==> src/rtl/musa_uart_pkg.sv <==
// Shared UART definitions: receiver state encodings, byte width and bit-period helper.
// Used by uart_rx_byte and uart_mem_loader.
package musa_uart_pkg;

    localparam int UART_BYTE_W = 8;

    typedef enum logic [2:0] {
        RX_IDLE   = 3'd0,
        RX_START  = 3'd1,
        RX_DATA   = 3'd2,
        RX_PARITY = 3'd3,
        RX_STOP   = 3'd4
    } rx_state_e;

    function automatic int clks_per_bit(input int clk_freq, input int baud);
        return clk_freq / baud;
    endfunction

endpackage

==> src/rtl/uart_rx_byte.sv <==
// UART byte receiver: 2-FF synchronizer, mid-bit sampling FSM, one-cycle valid/err pulses.
// Optional even parity (9th bit) when UART_PARITY_EN is defined; otherwise 8N1.
module uart_rx_byte
    import musa_uart_pkg::*;
#(
    parameter int CLKS_PER_BIT = 434
) (
    input  logic                   clk,
    input  logic                   rst,
    input  logic                   rx_i,
    output logic [UART_BYTE_W-1:0] byte_o,
    output logic                   valid_o,
    output logic                   err_o
);

    localparam int HALF_BIT = (CLKS_PER_BIT / 2 > 0) ? CLKS_PER_BIT / 2 : 1;
    localparam int CNT_W    = $clog2(CLKS_PER_BIT + 1);
    localparam logic [CNT_W-1:0] BIT_LAST  = CNT_W'(CLKS_PER_BIT - 1);
    localparam logic [CNT_W-1:0] HALF_LAST = CNT_W'(HALF_BIT - 1);

    logic                   rx_meta_q;
    logic                   rx_sync_q;
    rx_state_e              state_q, state_d;
    logic [CNT_W-1:0]       cnt_q, cnt_d;
    logic [2:0]             bit_q, bit_d;
    logic [UART_BYTE_W-1:0] shift_q, shift_d;
`ifdef UART_PARITY_EN
    logic                   par_err_q, par_err_d;
`endif

    always_ff @(posedge clk) begin
        if (rst) begin
            rx_meta_q <= 1'b1;
            rx_sync_q <= 1'b1;
            state_q   <= RX_IDLE;
            cnt_q     <= '0;
            bit_q     <= '0;
            shift_q   <= '0;
`ifdef UART_PARITY_EN
            par_err_q <= 1'b0;
`endif
        end else begin
            rx_meta_q <= rx_i;
            rx_sync_q <= rx_meta_q;
            state_q   <= state_d;
            cnt_q     <= cnt_d;
            bit_q     <= bit_d;
            shift_q   <= shift_d;
`ifdef UART_PARITY_EN
            par_err_q <= par_err_d;
`endif
        end
    end

    always_comb begin
        state_d = state_q;
        cnt_d   = cnt_q + 1'b1;
        bit_d   = bit_q;
        shift_d = shift_q;
        valid_o = 1'b0;
        err_o   = 1'b0;
`ifdef UART_PARITY_EN
        par_err_d = par_err_q;
`endif
        case (state_q)
            RX_IDLE: begin
                cnt_d = '0;
                if (!rx_sync_q) begin
                    state_d = RX_START;
                end
            end
            RX_START: begin
                // A start bit that is high again at mid-bit was a glitch.
                if (cnt_q == HALF_LAST) begin
                    cnt_d   = '0;
                    bit_d   = '0;
                    state_d = rx_sync_q ? RX_IDLE : RX_DATA;
                end
            end
            RX_DATA: begin
                if (cnt_q == BIT_LAST) begin
                    cnt_d   = '0;
                    shift_d = {rx_sync_q, shift_q[UART_BYTE_W-1:1]};
                    bit_d   = bit_q + 3'd1;
                    if (bit_q == 3'd7) begin
`ifdef UART_PARITY_EN
                        state_d = RX_PARITY;
`else
                        state_d = RX_STOP;
`endif
                    end
                end
            end
`ifdef UART_PARITY_EN
            RX_PARITY: begin
                if (cnt_q == BIT_LAST) begin
                    cnt_d     = '0;
                    par_err_d = (rx_sync_q != ^shift_q);
                    state_d   = RX_STOP;
                end
            end
`endif
            RX_STOP: begin
                if (cnt_q == BIT_LAST) begin
                    cnt_d   = '0;
                    state_d = RX_IDLE;
`ifdef UART_PARITY_EN
                    if (rx_sync_q && !par_err_q) begin
`else
                    if (rx_sync_q) begin
`endif
                        valid_o = 1'b1;
                    end else begin
                        err_o = 1'b1;
                    end
                end
            end
            default: begin
                state_d = RX_IDLE;
                cnt_d   = '0;
            end
        endcase
    end

    assign byte_o = shift_q;

endmodule

==> src/rtl/uart_mem_loader.sv <==
// UART-to-data-memory loader: packs received bytes little-endian into words and writes them
// at sequential addresses while a session is armed. Optional parity via UART_PARITY_EN.
module uart_mem_loader
    import musa_uart_pkg::*;
#(
    parameter int                    ADDR_WIDTH = 32,
    parameter int                    DATA_WIDTH = 32,
    parameter int                    CLK_FREQ   = 50_000_000,
    parameter int                    BAUD       = 115200,
    parameter logic [ADDR_WIDTH-1:0] BASE_ADDR  = '0,
    parameter logic [ADDR_WIDTH-1:0] ADDR_STEP  = ADDR_WIDTH'(1),
    parameter int                    MAX_WORDS  = 256
) (
    input  logic                  clk,
    input  logic                  rst,
    input  logic                  rx_in,
    input  logic                  start_in,
    output logic [ADDR_WIDTH-1:0] addr_out,
    output logic [DATA_WIDTH-1:0] data_out,
    output logic                  data_mem_wr_en_out,
    output logic                  busy_out,
    output logic [15:0]           word_count_out,
    output logic                  frame_err_out
);

    localparam int CLKS_PER_BIT = clks_per_bit(CLK_FREQ, BAUD);
    localparam int LANES        = DATA_WIDTH / UART_BYTE_W;
    localparam int IDX_W        = (LANES > 1) ? $clog2(LANES) : 1;
    localparam logic [IDX_W-1:0] LAST_IDX = IDX_W'(LANES - 1);
    localparam logic [15:0]      MAX_CNT  = 16'(MAX_WORDS);

    logic [UART_BYTE_W-1:0] rx_byte;
    logic                   rx_valid;
    logic                   rx_err;

    uart_rx_byte #(
        .CLKS_PER_BIT(CLKS_PER_BIT)
    ) u_rx (
        .clk    (clk),
        .rst    (rst),
        .rx_i   (rx_in),
        .byte_o (rx_byte),
        .valid_o(rx_valid),
        .err_o  (rx_err)
    );

    logic                  busy_q, busy_d;
    logic [15:0]           count_q, count_d;
    logic [IDX_W-1:0]      idx_q, idx_d;
    logic [DATA_WIDTH-1:0] word_q, word_d;
    logic [DATA_WIDTH-1:0] data_q, data_d;
    logic [ADDR_WIDTH-1:0] addr_q, addr_d;
    logic [ADDR_WIDTH-1:0] next_addr_q, next_addr_d;
    logic                  wr_en_q, wr_en_d;
    logic                  err_q, err_d;

    logic                  room;
    logic                  accept;
    logic [DATA_WIDTH-1:0] word_next;

    // No bytes are taken once the session quota has been written.
    assign room   = busy_q && (count_q != MAX_CNT);
    assign accept = room && rx_valid;

    genvar gi;
    generate
        for (gi = 0; gi < LANES; gi++) begin : g_lane
            assign word_next[gi*UART_BYTE_W +: UART_BYTE_W] =
                (accept && (idx_q == IDX_W'(gi))) ? rx_byte
                                                  : word_q[gi*UART_BYTE_W +: UART_BYTE_W];
        end
    endgenerate

    always_ff @(posedge clk) begin
        if (rst) begin
            busy_q      <= 1'b0;
            count_q     <= '0;
            idx_q       <= '0;
            word_q      <= '0;
            data_q      <= '0;
            addr_q      <= '0;
            next_addr_q <= '0;
            wr_en_q     <= 1'b0;
            err_q       <= 1'b0;
        end else begin
            busy_q      <= busy_d;
            count_q     <= count_d;
            idx_q       <= idx_d;
            word_q      <= word_d;
            data_q      <= data_d;
            addr_q      <= addr_d;
            next_addr_q <= next_addr_d;
            wr_en_q     <= wr_en_d;
            err_q       <= err_d;
        end
    end

    always_comb begin
        busy_d      = busy_q;
        count_d     = count_q;
        idx_d       = idx_q;
        word_d      = word_q;
        data_d      = data_q;
        addr_d      = addr_q;
        next_addr_d = next_addr_q;
        wr_en_d     = 1'b0;
        err_d       = err_q;
        if (start_in && !busy_q) begin
            busy_d      = 1'b1;
            count_d     = '0;
            idx_d       = '0;
            err_d       = 1'b0;
            next_addr_d = BASE_ADDR;
        end else if (busy_q) begin
            // Release the port the cycle after the final strobe.
            if (wr_en_q && count_q == MAX_CNT) begin
                busy_d = 1'b0;
            end
            if (room && rx_err) begin
                idx_d = '0;
                err_d = 1'b1;
            end else if (accept) begin
                word_d = word_next;
                if (idx_q == LAST_IDX) begin
                    idx_d       = '0;
                    wr_en_d     = 1'b1;
                    data_d      = word_next;
                    addr_d      = next_addr_q;
                    next_addr_d = next_addr_q + ADDR_STEP;
                    count_d     = count_q + 16'd1;
                end else begin
                    idx_d = idx_q + 1'b1;
                end
            end
        end
    end

    assign addr_out           = addr_q;
    assign data_out           = data_q;
    assign data_mem_wr_en_out = wr_en_q;
    assign busy_out           = busy_q;
    assign word_count_out     = count_q;
    assign frame_err_out      = err_q;

endmodule

==> config.mk <==
export PLATFORM = sky130hd
export DESIGN_NAME = uart_mem_loader
export DESIGN_NICKNAME = d
export VERILOG_FILES = /design/src/rtl/musa_uart_pkg.sv /design/src/rtl/uart_rx_byte.sv /design/src/rtl/uart_mem_loader.sv
export SDC_FILE = /design/constraint.sdc
export NUM_CORES = 1
export LEC_CHECK = 0
export ABC_AREA = 1
export CORE_AREA = 5 5 175 143
export DETAILED_ROUTE_END_ITERATION = 8
export DIE_AREA = 0 0 180 148
export DONT_BUFFER_PORTS = 1
export GPL_ROUTABILITY_DRIVEN = 0
export GPL_TIMING_DRIVEN = 0
export PLACE_DENSITY = 0.55
export SLEW_MARGIN = 40
export SYNTH_ARGS = -nofsm -noshare
export SYNTH_HDL_FRONTEND = slang
export SYNTH_HIERARCHICAL = 1
export SYNTH_SLANG_ARGS = --single-unit
==> constraint.sdc <==
create_clock -name clk -period 2.45 [get_ports clk]
set_clock_uncertainty 0.05 [all_clocks]
set_input_delay 0.245 -clock clk [delete_from_list [all_inputs] [get_ports clk]]
set_output_delay 0.245 -clock clk [all_outputs]
set_load 0.02 [all_outputs]
Yosys cells after proc, flatten, opt, wreduce, memory -nomap -nowiden
Cells that the tools add are included.
Word-level totals
  word-level logic and storage cells: 95
  output and inout port bits: 83
  flip-flop bits (word level): 174
  input bits: 4
Cells by class
  add/sub/neg operators: 5
  mux-type cells: 30
  equal/unequal tests: 16
  reductions and logical operators: 25
  bitwise operators: 4
Operator list (count)
  $add A32 B1 Y32 const B: 1
  $mux W8: 4
  $mux W3: 7
  $mux W9: 2
  $pmux W9 S2: 1
  $add A16 B1 Y16 const B: 1
  $eq A16 B9 Y1 const B: 1
  $ne A16 B9 Y1 const B: 1
  $pmux W3 S4: 1
  $mux W1: 10
  $reduce_and A5 Y1: 2
  $add A9 B1 Y9 const B: 1
  $eq A9 B8 Y1 const B: 1
  $eq A9 B9 Y1 const B: 1
  $logic_and A1 B1 Y1: 9
  $mux W2: 4
  $ne A2 B1 Y1 const B: 4
  $reduce_and A4 Y1: 2
  $eq A3 B3 Y1 const B: 2
  $pmux W3 S2: 1
  $reduce_and A2 Y1: 3
  $reduce_or A5 Y1: 1
  $eq A2 B2 Y1 const B: 2
  $not A1 Y1: 4
  12 further kinds: 14

Depth between registers and ports, before layout
Gate-level depths: netlist of run 1.
  depth after elaboration: 6
  mapped depth: 14
  gate-level depth less buffers: 12

Cells and area by module
Netlist of run 1, hierarchy kept.
By module, submodules not included
  uart_mem_loader: area each 6902.9 sq um, instances 1, cells each 1072, seq. area each 2822.7 sq um
  uart_rx_byte: area each 1238.7 sq um, instances 1, cells each 168, seq. area each 500.5 sq um

Worst setup path after synthesis of run 1
No wires, ideal clock.
  kind: register to register
  start: register u_rx.cnt_q[0]
  end: register data_q[10], in the netlist data_out[10]
  path buffers: 3
  path slack: 336 ps
  setup time: 111 ps
  required time: 2289 ps
  cell stages (with the launch flop): 14
  data arrival time: 1953 ps
  clock period less this slack: 2114 ps
  cell sequence: dfxtp_1 -> ha_1 -> nand2_1 -> nor2_1 -> nand4_1 -> nor2_1 -> clkbuf_1 -> nand3_4 -> nor2_4 -> nand2_4 -> buf_6 -> buf_4 -> nor2_1 -> nor2_1
Between the ends
  longest elaborated chain between the ends: 6
  elaborated cells on any way between the ends: 11
  classes of those cells: 1 x eq/ne; 5 x mux; 1 x bitwise; 4 x reduce/logical
Ends and longest elaborated chain
  start: declaration: line uart_rx_byte.sv:24  | logic [CNT_W-1:0] cnt_q, cnt_d;
  start signal: assignment: line uart_rx_byte.sv:46  | cnt_q <= cnt_d;
  $eq A9 B9 Y1 *: line uart_rx_byte.sv:104  | if (cnt_q == BIT_LAST) begin
  $mux W1 *: line uart_rx_byte.sv:104
  $mux W1 *: line uart_rx_byte.sv:65  | case (state_q)
  named net rx_valid: line uart_mem_loader.sv:33  | logic rx_valid;
  $logic_and A1 B1 Y1 *: line uart_mem_loader.sv:63  | assign accept = room && rx_valid;
  $logic_and A1 B1 Y1: line uart_mem_loader.sv:69  | (accept && (idx_q == IDX_W'(gi))) ? rx_byte
  $mux W8: line uart_mem_loader.sv:69
  end signal: assignment: line uart_mem_loader.sv:90  | data_q <= data_d;
  end: declaration: line uart_mem_loader.sv:51  | logic [DATA_WIDTH-1:0] data_q, data_d;
The timed path passes the listed nets; every way through them passes the cells marked *.
A chain may end at the register's enable or synchronous reset.

Worst setup path in the final report of run 1
  start: register u_rx.cnt_q[1]
  end: register count_q[15], in the netlist word_count_out[15]
Between the ends
  elaborated cells on any way between the ends: 9
  classes of those cells: 1 x eq/ne; 4 x mux; 1 x bitwise; 3 x reduce/logical
RTL lines
  $eq A9 B9 Y1: line uart_rx_byte.sv:104
  $mux W1: line uart_rx_byte.sv:104
  $mux W1: line uart_rx_byte.sv:65
  named net rx_valid: line uart_mem_loader.sv:33
  $logic_and A1 B1 Y1: line uart_mem_loader.sv:63
  $reduce_and A4 Y1 (no source line)
  end signal: assignment: line uart_mem_loader.sv:87  | count_q <= count_d;
  end: declaration: line uart_mem_loader.sv:48  | logic [15:0] count_q, count_d;
The timed path passes the listed nets, and every way through them passes these cells.

==> impl_metrics.xml, run 1 <==
<?xml version="1.0" encoding="UTF-8"?>
<metrics>
  <group name="final_layout">
    <metric name="area.growth.synth_to_final" unit="%">14.7</metric>
    <metric name="area_of_all_sequential_standard_cells" unit="um2">3330</metric>
    <metric name="finish.instance_area" unit="um2">9340</metric>
    <metric name="final.fill_count" unit="">2493</metric>
    <metric name="final_net_count" unit="">1288</metric>
    <metric name="final_util" unit="%">40.4</metric>
    <metric name="area_of_the_multi_input_gates" unit="um2">4120</metric>
    <metric name="drive_gt1_share" unit="%">9.11</metric>
  </group>
  <group name="detailed_routing">
    <metric name="wl_per_cell" unit="um">13.8</metric>
    <metric name="drt_pass1_iterations" unit="">5</metric>
    <metric name="met1Wirelength" unit="um">10900</metric>
    <metric name="vias" unit="">7457</metric>
    <metric name="remaining_drc_errors" unit="">0</metric>
    <metric name="routed-wl-met3" unit="um">1390</metric>
    <metric name="route.antenna.remaining_nets" unit="">0</metric>
    <metric name="drt-vias-per-instance" unit="">4.67</metric>
    <metric name="detailroute.wirelength.met2" unit="um">9570</metric>
    <metric name="dr.max_layer_used" unit="">met4</metric>
    <metric name="drt-total-wl" unit="um">22100</metric>
    <metric name="initial_drt_markers" unit="">417</metric>
  </group>
  <group name="grt">
    <metric name="first_pass_grt_wire_length" unit="um">35800</metric>
    <metric name="globalRoute.totalOverflow" unit="">0</metric>
    <metric name="number_of_global_route_vias_before_repair" unit="">6935</metric>
    <metric name="grt_max_degree" unit="">17</metric>
    <metric name="track_usage" unit="%">16.5</metric>
    <metric name="grt_antenna_before_repair" unit="">0</metric>
  </group>
  <group name="synthesis">
    <metric name="syn_area" unit="um2">8140</metric>
    <metric name="synthArstFlopShare" unit="%">0</metric>
    <metric name="area_share_of_and_or_nand_nor_cells_after_synthesis" unit="%">36.4</metric>
    <metric name="synth_sequential_area_ratio" unit="%">40.8</metric>
    <metric name="synth_flop_cell" unit="">sky130_fd_sc_hd__dfxtp_1</metric>
    <metric name="synth_edf_count" unit="">0</metric>
    <metric name="synth.ff_latch_count" unit="">166</metric>
    <metric name="ys_types" unit="">29</metric>
    <metric name="synth-compound-area-share" unit="%">8.42</metric>
    <metric name="yosys.area_share.xor_xnor" unit="%">3.44</metric>
    <metric name="syn_nets" unit="">1256</metric>
    <metric name="yosys_warnings" unit="">6</metric>
    <metric name="synth_adder_area_share" unit="%">1.84</metric>
    <metric name="post_synth_inst_count" unit="">1240</metric>
    <metric name="mean_instance_size_in_the_synthesized_netlist" unit="um2">6.57</metric>
    <metric name="yosysTopAreaCell" unit="">sky130_fd_sc_hd__dfxtp_1</metric>
    <metric name="fraction_of_post_synthesis_cell_area_in_the_top_cell_type_by_area" unit="%">40.8</metric>
    <metric name="mux_share_of_post_synthesis_cell_area" unit="%">0</metric>
    <metric name="synthTopCellsByArea" unit="">sky130_fd_sc_hd__dfxtp_1 (41%), sky130_fd_sc_hd__nand2_1 (18%), sky130_fd_sc_hd__nor2_1 (9.9%), sky130_fd_sc_hd__a21oi_1 (5.8%), sky130_fd_sc_hd__inv_1 (5.8%)</metric>
    <metric name="synth_top_family_by_area" unit="">simple AND/OR/NAND/NOR gates</metric>
  </group>
  <group name="timing">
    <metric name="final.period_utilization" unit="%">92.4</metric>
    <metric name="period_needed" unit="ns">2.26</metric>
    <metric name="hold-worst-slack" unit="ns">0.0310</metric>
    <metric name="setup_viol" unit="">0</metric>
    <metric name="fmaxAchievable" unit="GHz">0.442</metric>
    <metric name="worst-slew-pin-transition" unit="ns">0.706</metric>
    <metric name="hold_violations" unit="">0</metric>
    <metric name="slew-limit-headroom" unit="%">52.9</metric>
    <metric name="timing.final.max_slew_violations" unit="">0</metric>
    <metric name="rsz0062_at_grt" unit="">no</metric>
  </group>
  <group name="worst_setup_path">
    <metric name="worstSetupEndpointType" unit="">register</metric>
    <metric name="timing.critical_path.cells" unit="">inv_2 -&gt; ha_2 -&gt; nand2_1 -&gt; nor2_2 -&gt; nand4_1 -&gt; nor2_1 -&gt; buf_4 -&gt; nand3_4 -&gt; nor2_4 -&gt; nand2_4 -&gt; buf_4 -&gt; buf_4 -&gt; nand2_1 -&gt; a21oi_1</metric>
    <metric name="worstPathBufferInverterCount" unit="">4</metric>
    <metric name="reg2reg_to" unit="">word_count_out[15]</metric>
    <metric name="critPathKind" unit="">register to register</metric>
    <metric name="rr_startpoint" unit="">u_rx/cnt_q[1]</metric>
    <metric name="worst-endpoint-arrival" unit="ns">2.50</metric>
    <metric name="worst_r2r_path_depth" unit="">14</metric>
    <metric name="cpPeakStageDelay" unit="ns">0.33</metric>
    <metric name="critical_path.top_delay_family" unit="">simple AND/OR/NAND/NOR gates</metric>
    <metric name="cell_type_of_the_slowest_stage_on_the_worst_timing_path" unit="">sky130_fd_sc_hd__dfxtp_2</metric>
    <metric name="critical_path.startpoint_type" unit="">register</metric>
    <metric name="worst_ep_required_time" unit="ns">2.69</metric>
    <metric name="crit_path_max_fanout" unit="">10</metric>
    <metric name="worst_path_most_repeated_cell" unit="">sky130_fd_sc_hd__buf_4</metric>
    <metric name="rrSetupSlack" unit="ns">0.19</metric>
  </group>
  <group name="floorplanning">
    <metric name="start_util" unit="%">35.3</metric>
    <metric name="die_h" unit="um">148</metric>
    <metric name="core-area" unit="um2">23100</metric>
    <metric name="fp.dieW" unit="um">180</metric>
    <metric name="ios" unit="">87</metric>
    <metric name="placement_rows" unit="">50</metric>
    <metric name="design.die.area" unit="um2">26600</metric>
  </group>
  <group name="power_and_ir_drop">
    <metric name="cell_internal_pwr" unit="mW">4.33</metric>
    <metric name="powerDensity" unit="nW/um2">632</metric>
    <metric name="seq_power_share" unit="%">47.4</metric>
    <metric name="power.switching_fraction" unit="%">26.6</metric>
    <metric name="p_comb_share" unit="%">8.6</metric>
    <metric name="p_leak" unit="nW">3.91</metric>
    <metric name="worst_ir_drop_vdd" unit="mV">0.385</metric>
    <metric name="p_clk_share" unit="%">44.0</metric>
    <metric name="p_switching" unit="mW">1.57</metric>
  </group>
  <group name="clocking">
    <metric name="cts_max_path_buffers" unit="">2</metric>
    <metric name="tritoncts.num_buffers" unit="">17</metric>
    <metric name="insertion_delay" unit="ns">0.43</metric>
    <metric name="cts.reportedPaths.clkPinSlew" unit="ns">0.07</metric>
    <metric name="cts_root_buf" unit="">sky130_fd_sc_hd__clkbuf_16</metric>
    <metric name="h-tree-depth" unit="">4</metric>
    <metric name="tritoncts" unit="">yes</metric>
    <metric name="clock-sinks" unit="">166</metric>
  </group>
  <group name="hold_path">
    <metric name="min_from" unit="">rst</metric>
    <metric name="min_to" unit="">u_rx/byte_o[1]</metric>
    <metric name="min-delay-path-class" unit="">primary input to register</metric>
    <metric name="holdPathStages" unit="">3</metric>
  </group>
  <group name="job">
    <metric name="number_of_maximum_capacitance_constraint_violations" unit="">0</metric>
  </group>
  <group name="status">
    <metric name="outcome" unit="">complete, no violations</metric>
  </group>
  <group name="place">
    <metric name="postPlaceCellArea" unit="um2">8530</metric>
    <metric name="portBuffers" unit="">0</metric>
    <metric name="place.detailed.hpwl" unit="um">16400</metric>
  </group>
</metrics>
[cells in the final DEF (no fill, tap or decap), drive strengths merged]
| master | count |
|---|---|
| nand2 | 408 |
| nor2 | 220 |
| dfxtp | 166 |
| inv | 135 |
| a21oi | 95 |
| nand3 | 49 |
| o21ai | 42 |
| clkbuf | 41 |
| buf | 37 |
| xor2 | 23 |
| nand3b | 14 |
| ha | 12 |
| nor3 | 12 |
| xnor2 | 9 |
| nand4 | 6 |
| clkinvlp | 5 |
| dlygate4sd3 | 4 |
| or2 | 3 |
| clkinv | 2 |
| diode | 1 |
| bufinv | 1 |
| nor4 | 1 |
[metal layers]
layer	vias to the layer above	global-route usage, %
met2	132	25.7
met5	-	0
li1	3895	-
met4	0	4.04
met1	3412	22.8
met3	18	4.58
[cells by family (layout without fill, tap and decap cells)]
kind of cell	after synthesis	in the layout
DFF	166	166
other	0	1
and+or+nand+nor	713	713
buffers and inverters	180	225
xor gates and xnor gates	32	32
adders and majority gates	12	12
AOI/OAI and AO/OA	137	137
[per-stage QoR]
stage	worst slack (ns)	TNS, ns	instances	power [mW]
2_1_floorplan	0.336	0	1240	3.26
3_3_place_gp	-0.259	-14.59	1552	3.35
3_5_place_dp	-0.270	-17.73	1552	3.36
4_1_cts	0.00549	0	1594	5.98
5_1_grt	0.0137	0	1597	6.18
6_report	0.186	0	1598	5.90
[power by group through the flow]
stage	registers, mW	clock network, mW	logic, mW
finish	2.80	2.60	0.506
global route	2.80	2.79	0.584
CTS	2.80	2.67	0.508
detailed placement	2.86	0	0.501
global placement	2.86	0	0.497
floorplan	2.85	0	0.415
[how the worst max path moves through the flow]
stage / to / depth (start not counted) / from
after global routing: word_count_out[15] / 14 / u_rx/cnt_q[1]
after global placement: data_out[27] / 11 / u_rx/cnt_q[0]
after detailed placement: data_out[26] / 11 / u_rx/cnt_q[0]
final: word_count_out[15] / 14 / u_rx/cnt_q[1]
after floorplan: data_out[10] / 13 / u_rx/cnt_q[0]
after CTS: next_addr_q[24] / 13 / u_rx/cnt_q[1]
[sequential cells by signal, summed over array words and instances, names as in the netlist, 8 cells and up]
name and cells:
addr_out 32, word_count_out 16, u_rx/cnt_q 9, word_q 24, data_out 32, next_addr_q 32, u_rx/byte_o 8
[worst reg2reg max path: stages, from the launching register on]
cell	delay, ns
sky130_fd_sc_hd__dfxtp_2	0.33
sky130_fd_sc_hd__inv_2	0.05
sky130_fd_sc_hd__ha_2	0.17
sky130_fd_sc_hd__nand2_1	0.06
sky130_fd_sc_hd__nor2_2	0.10
sky130_fd_sc_hd__nand4_1	0.18
sky130_fd_sc_hd__nor2_1	0.14
sky130_fd_sc_hd__buf_4	0.17
sky130_fd_sc_hd__nand3_4	0.12
sky130_fd_sc_hd__nor2_4	0.15
sky130_fd_sc_hd__nand2_4	0.10
sky130_fd_sc_hd__buf_4	0.18
sky130_fd_sc_hd__buf_4	0.18
sky130_fd_sc_hd__nand2_1	0.07
sky130_fd_sc_hd__a21oi_1	0.07
[final cells by class]
cell class                      instances  area share [%]
Buffer                                 49            3.36
Inverter                              131            5.27
Timing Repair Buffer                   13            1.42
Sequential cell                       166            35.6
Tap cell                              312            4.18
Antenna cell                            1          0.0268
Clock inverter                         12            1.31
Clock buffer                           20            4.68
Multi-Input combinational cell        894            44.1
[cells in the mapped netlist (all sizes together) (12+ instances only)]
| library cell | number |
|---|---|
| buf | 27 |
| ha | 12 |
| clkbuf | 22 |
| dfxtp | 166 |
| nor3 | 12 |
| nand2 | 408 |
| inv | 131 |
| nand3 | 49 |
| o21ai | 42 |
| nand3b | 14 |
| a21oi | 95 |
| nor2 | 220 |
| xor2 | 23 |
[timing repair]
action / 4_1_cts / 5_1_grt
endpoints found under the setup margin: 132 / 134
pin swaps: 4 / 7
hold buffers: 4 / 0
hold endpoints to repair: 3 / 0
buffers inserted: 6 / 3
cloned: 0 / 0
gates resized for setup: 6 / 52
No activity file was read; power rests on OpenSTA's default activity.
==> inputs of run 2 (changes only) <==
CELL_PAD_IN_SITES_DETAIL_PLACEMENT = 1   (was unset)
CELL_PAD_IN_SITES_GLOBAL_PLACEMENT = 2   (was unset)
CORE_AREA = 5 5 177 145   (was 5 5 175 143)
DIE_AREA = 0 0 182 150   (was 0 0 180 148)
PLACE_DENSITY = 0.85   (was 0.55)
==> impl_metrics.xml, run 2 (synthesis results as in run 1) <==
<?xml version="1.0" encoding="UTF-8"?>
<metrics>
  <group name="status">
    <metric name="outcome" unit="">complete, no violations</metric>
  </group>
  <group name="timing">
    <metric name="slew-limit-headroom" unit="%">52.8</metric>
    <metric name="fmaxAchievable" unit="GHz">0.444</metric>
    <metric name="final.period_utilization" unit="%">92.0</metric>
    <metric name="rsz0062_at_grt" unit="">no</metric>
    <metric name="tns" unit="ns">0</metric>
    <metric name="hold_violations" unit="">0</metric>
    <metric name="timing.final.max_slew_violations" unit="">0</metric>
    <metric name="setup_viol" unit="">0</metric>
    <metric name="period_needed" unit="ns">2.25</metric>
    <metric name="worst-slew-pin-transition" unit="ns">0.707</metric>
  </group>
  <group name="worst_setup_path">
    <metric name="reg2reg_to" unit="">addr_out[28]</metric>
    <metric name="worstSetupEndpointType" unit="">register</metric>
    <metric name="critical_path.startpoint_type" unit="">register</metric>
    <metric name="crit_path_max_fanout" unit="">10</metric>
    <metric name="critical_path.top_delay_family" unit="">simple AND/OR/NAND/NOR gates</metric>
    <metric name="critPathKind" unit="">register to register</metric>
    <metric name="worstPathBufferInverterCount" unit="">4</metric>
    <metric name="worst_ep_required_time" unit="ns">2.72</metric>
    <metric name="rrSetupSlack" unit="ns">0.20</metric>
    <metric name="cpPeakStageDelay" unit="ns">0.33</metric>
    <metric name="worst_r2r_path_depth" unit="">14</metric>
    <metric name="cell_type_of_the_slowest_stage_on_the_worst_timing_path" unit="">sky130_fd_sc_hd__dfxtp_1</metric>
    <metric name="timing.critical_path.cells" unit="">inv_1 -&gt; ha_2 -&gt; nand2_1 -&gt; nor2_2 -&gt; nand4_1 -&gt; nor2_1 -&gt; buf_4 -&gt; nand3_4 -&gt; nor2_4 -&gt; nand2_4 -&gt; buf_8 -&gt; buf_4 -&gt; nor2_2 -&gt; nor2_1</metric>
    <metric name="worst-endpoint-arrival" unit="ns">2.53</metric>
    <metric name="rr_startpoint" unit="">u_rx/cnt_q[1]</metric>
  </group>
  <group name="floorplanning">
    <metric name="placement_rows" unit="">51</metric>
    <metric name="fp.dieW" unit="um">182</metric>
    <metric name="start_util" unit="%">34.2</metric>
    <metric name="ios" unit="">87</metric>
    <metric name="core-area" unit="um2">23800</metric>
    <metric name="die_h" unit="um">150</metric>
    <metric name="design.die.area" unit="um2">27300</metric>
  </group>
  <group name="hold_path">
    <metric name="min-delay-path-class" unit="">primary input to register</metric>
    <metric name="min_from" unit="">rst</metric>
    <metric name="min_to" unit="">word_q[1]</metric>
    <metric name="holdPathStages" unit="">4</metric>
  </group>
  <group name="detailed_routing">
    <metric name="drt-vias-per-instance" unit="">4.76</metric>
    <metric name="remaining_drc_errors" unit="">0</metric>
    <metric name="initial_drt_markers" unit="">354</metric>
    <metric name="wl_per_cell" unit="um">15.7</metric>
    <metric name="drt-total-wl" unit="um">25200</metric>
    <metric name="vias" unit="">7640</metric>
    <metric name="drt_pass1_iterations" unit="">4</metric>
    <metric name="route.antenna.remaining_nets" unit="">0</metric>
  </group>
  <group name="clocking">
    <metric name="cts_root_buf" unit="">sky130_fd_sc_hd__clkbuf_16</metric>
    <metric name="h-tree-depth" unit="">4</metric>
    <metric name="clock-sinks" unit="">166</metric>
    <metric name="cts.reportedPaths.clkPinSlew" unit="ns">0.07</metric>
    <metric name="tritoncts" unit="">yes</metric>
    <metric name="cts_max_path_buffers" unit="">2</metric>
    <metric name="tritoncts.num_buffers" unit="">17</metric>
    <metric name="insertion_delay" unit="ns">0.43</metric>
  </group>
  <group name="final_layout">
    <metric name="drive_gt1_share" unit="%">9.18</metric>
    <metric name="area_of_all_sequential_standard_cells" unit="um2">3330</metric>
    <metric name="final.fill_count" unit="">3102</metric>
    <metric name="mostFrequentLayoutCells" unit="">sky130_fd_sc_hd__nand2_1 (401), sky130_fd_sc_hd__nor2_1 (202), sky130_fd_sc_hd__dfxtp_1 (163), sky130_fd_sc_hd__inv_1 (125), sky130_fd_sc_hd__a21oi_1 (95)</metric>
    <metric name="final_net_count" unit="">1288</metric>
    <metric name="area_of_the_multi_input_gates" unit="um2">4120</metric>
    <metric name="final_util" unit="%">39.1</metric>
    <metric name="layout.cells.most_common" unit="">sky130_fd_sc_hd__nand2_1</metric>
    <metric name="area.growth.synth_to_final" unit="%">14.4</metric>
  </group>
  <group name="grt">
    <metric name="gr-usage-met3" unit="%">4.86</metric>
    <metric name="number_of_global_route_vias_before_repair" unit="">7668</metric>
    <metric name="track_usage" unit="%">18.5</metric>
    <metric name="grt_max_degree" unit="">17</metric>
    <metric name="busiest_layer" unit="">met2</metric>
    <metric name="globalRoute.totalOverflow" unit="">0</metric>
    <metric name="groute.layer.met2.usage" unit="%">30.6</metric>
    <metric name="grt.met1_usage" unit="%">24.8</metric>
    <metric name="first_pass_grt_wire_length" unit="um">40700</metric>
    <metric name="grt_antenna_before_repair" unit="">1</metric>
  </group>
  <group name="power_and_ir_drop">
    <metric name="p_switching" unit="mW">1.65</metric>
    <metric name="worst_ir_drop_vdd" unit="mV">0.474</metric>
    <metric name="p_leak" unit="nW">3.90</metric>
    <metric name="power.switching_fraction" unit="%">27.5</metric>
    <metric name="p_comb_share" unit="%">8.8</metric>
    <metric name="total_power" unit="mW">5.99</metric>
    <metric name="p_clk_share" unit="%">44.6</metric>
    <metric name="cell_internal_pwr" unit="mW">4.34</metric>
    <metric name="seq_power_share" unit="%">46.7</metric>
    <metric name="powerDensity" unit="nW/um2">643</metric>
  </group>
  <group name="place">
    <metric name="portBuffers" unit="">0</metric>
    <metric name="place.detailed.hpwl" unit="um">18800</metric>
  </group>
  <group name="job">
    <metric name="number_of_maximum_capacitance_constraint_violations" unit="">0</metric>
  </group>
</metrics>
run 2: cell types whose count changed in the layout (fill, tap and decap cells not counted), sizes merged:
| cell | previous run | this run |
|---|---|---|
| buf | 37 | 33 |
| inv | 135 | 137 |
| clkbuf | 41 | 42 |
| nand2 | 408 | 409 |
run 2: what timing repair did:
action | in CTS | in global routing
setup buffers | 2 | 6
resized for setup | 10 | 22
endpoints found under the setup margin | 137 | 133
endpoints found under the hold margin | 4 | 0
cloned | 0 | 1
hold buffers | 4 | 0
pin swaps | 2 | 7
run 2: worst max-delay path by stage:
stage	startpoint	endpoint	slack, ns	cells after the start
final	u_rx/cnt_q[1]	addr_out[28]	0.20	14
after detailed placement	u_rx/cnt_q[0]	addr_out[29]	-0.21	13
after floorplan	u_rx/cnt_q[0]	data_out[10]	0.34	13
after global placement	u_rx/cnt_q[0]	addr_out[29]	-0.21	13
after CTS	u_rx/cnt_q[1]	data_out[10]	0.007	14
after global routing	u_rx/cnt_q[1]	addr_out[29]	0.004	14
run 2: stage by stage:
step                      hold WS, ns  std cells  setup WS (ns)  cell area [um2]
final                           0.256       1604          0.196             9310
after global routing            0.290       1604        0.00368             9310
after CTS                       0.252       1596        0.00746             9200
after detailed placement        0.302       1558         -0.215             8540
after global placement          0.300       1558         -0.211             8540
after floorplan                 0.299       1240          0.336             8140
run 2: cell type report:
| type | count | area share (%) |
|---|---|---|
| tap | 318 | 4.27 |
| sequential | 166 | 35.7 |
| buffer | 49 | 2.97 |
| multi-input combinational | 895 | 44.2 |
| clock inverter | 14 | 1.52 |
| timing repair buffer | 12 | 1.34 |
| antenna | 1 | 0.0269 |
| inverter | 131 | 5.28 |
| clock buffer | 18 | 4.61 |
run 2: routing by layer:
metal,share of wire (%),vias up,routed length (um)
met4,0.63,0,158
met5,0,-,0
met2,46,84,11600
met3,5.4,14,1370
li1,-,3893,-
met1,48,3649,12000
run 2: power groups by stage:
stage                     logic, mW  clock network, mW  registers [mW]
after floorplan               0.415                  0            2.85
after CTS                     0.528               2.74            2.80
after global routing          0.599               2.85            2.80
after detailed placement      0.518                  0            2.86
final                         0.524               2.67            2.80
after global placement        0.506                  0            2.86
run 2: tightest hold or removal path, stage by stage:
cell and delay (ns):
sky130_fd_sc_hd__clkbuf_1 0.19, sky130_fd_sc_hd__a21oi_1 0.16, sky130_fd_sc_hd__nand2_1 0.06, sky130_fd_sc_hd__inv_1 0.05
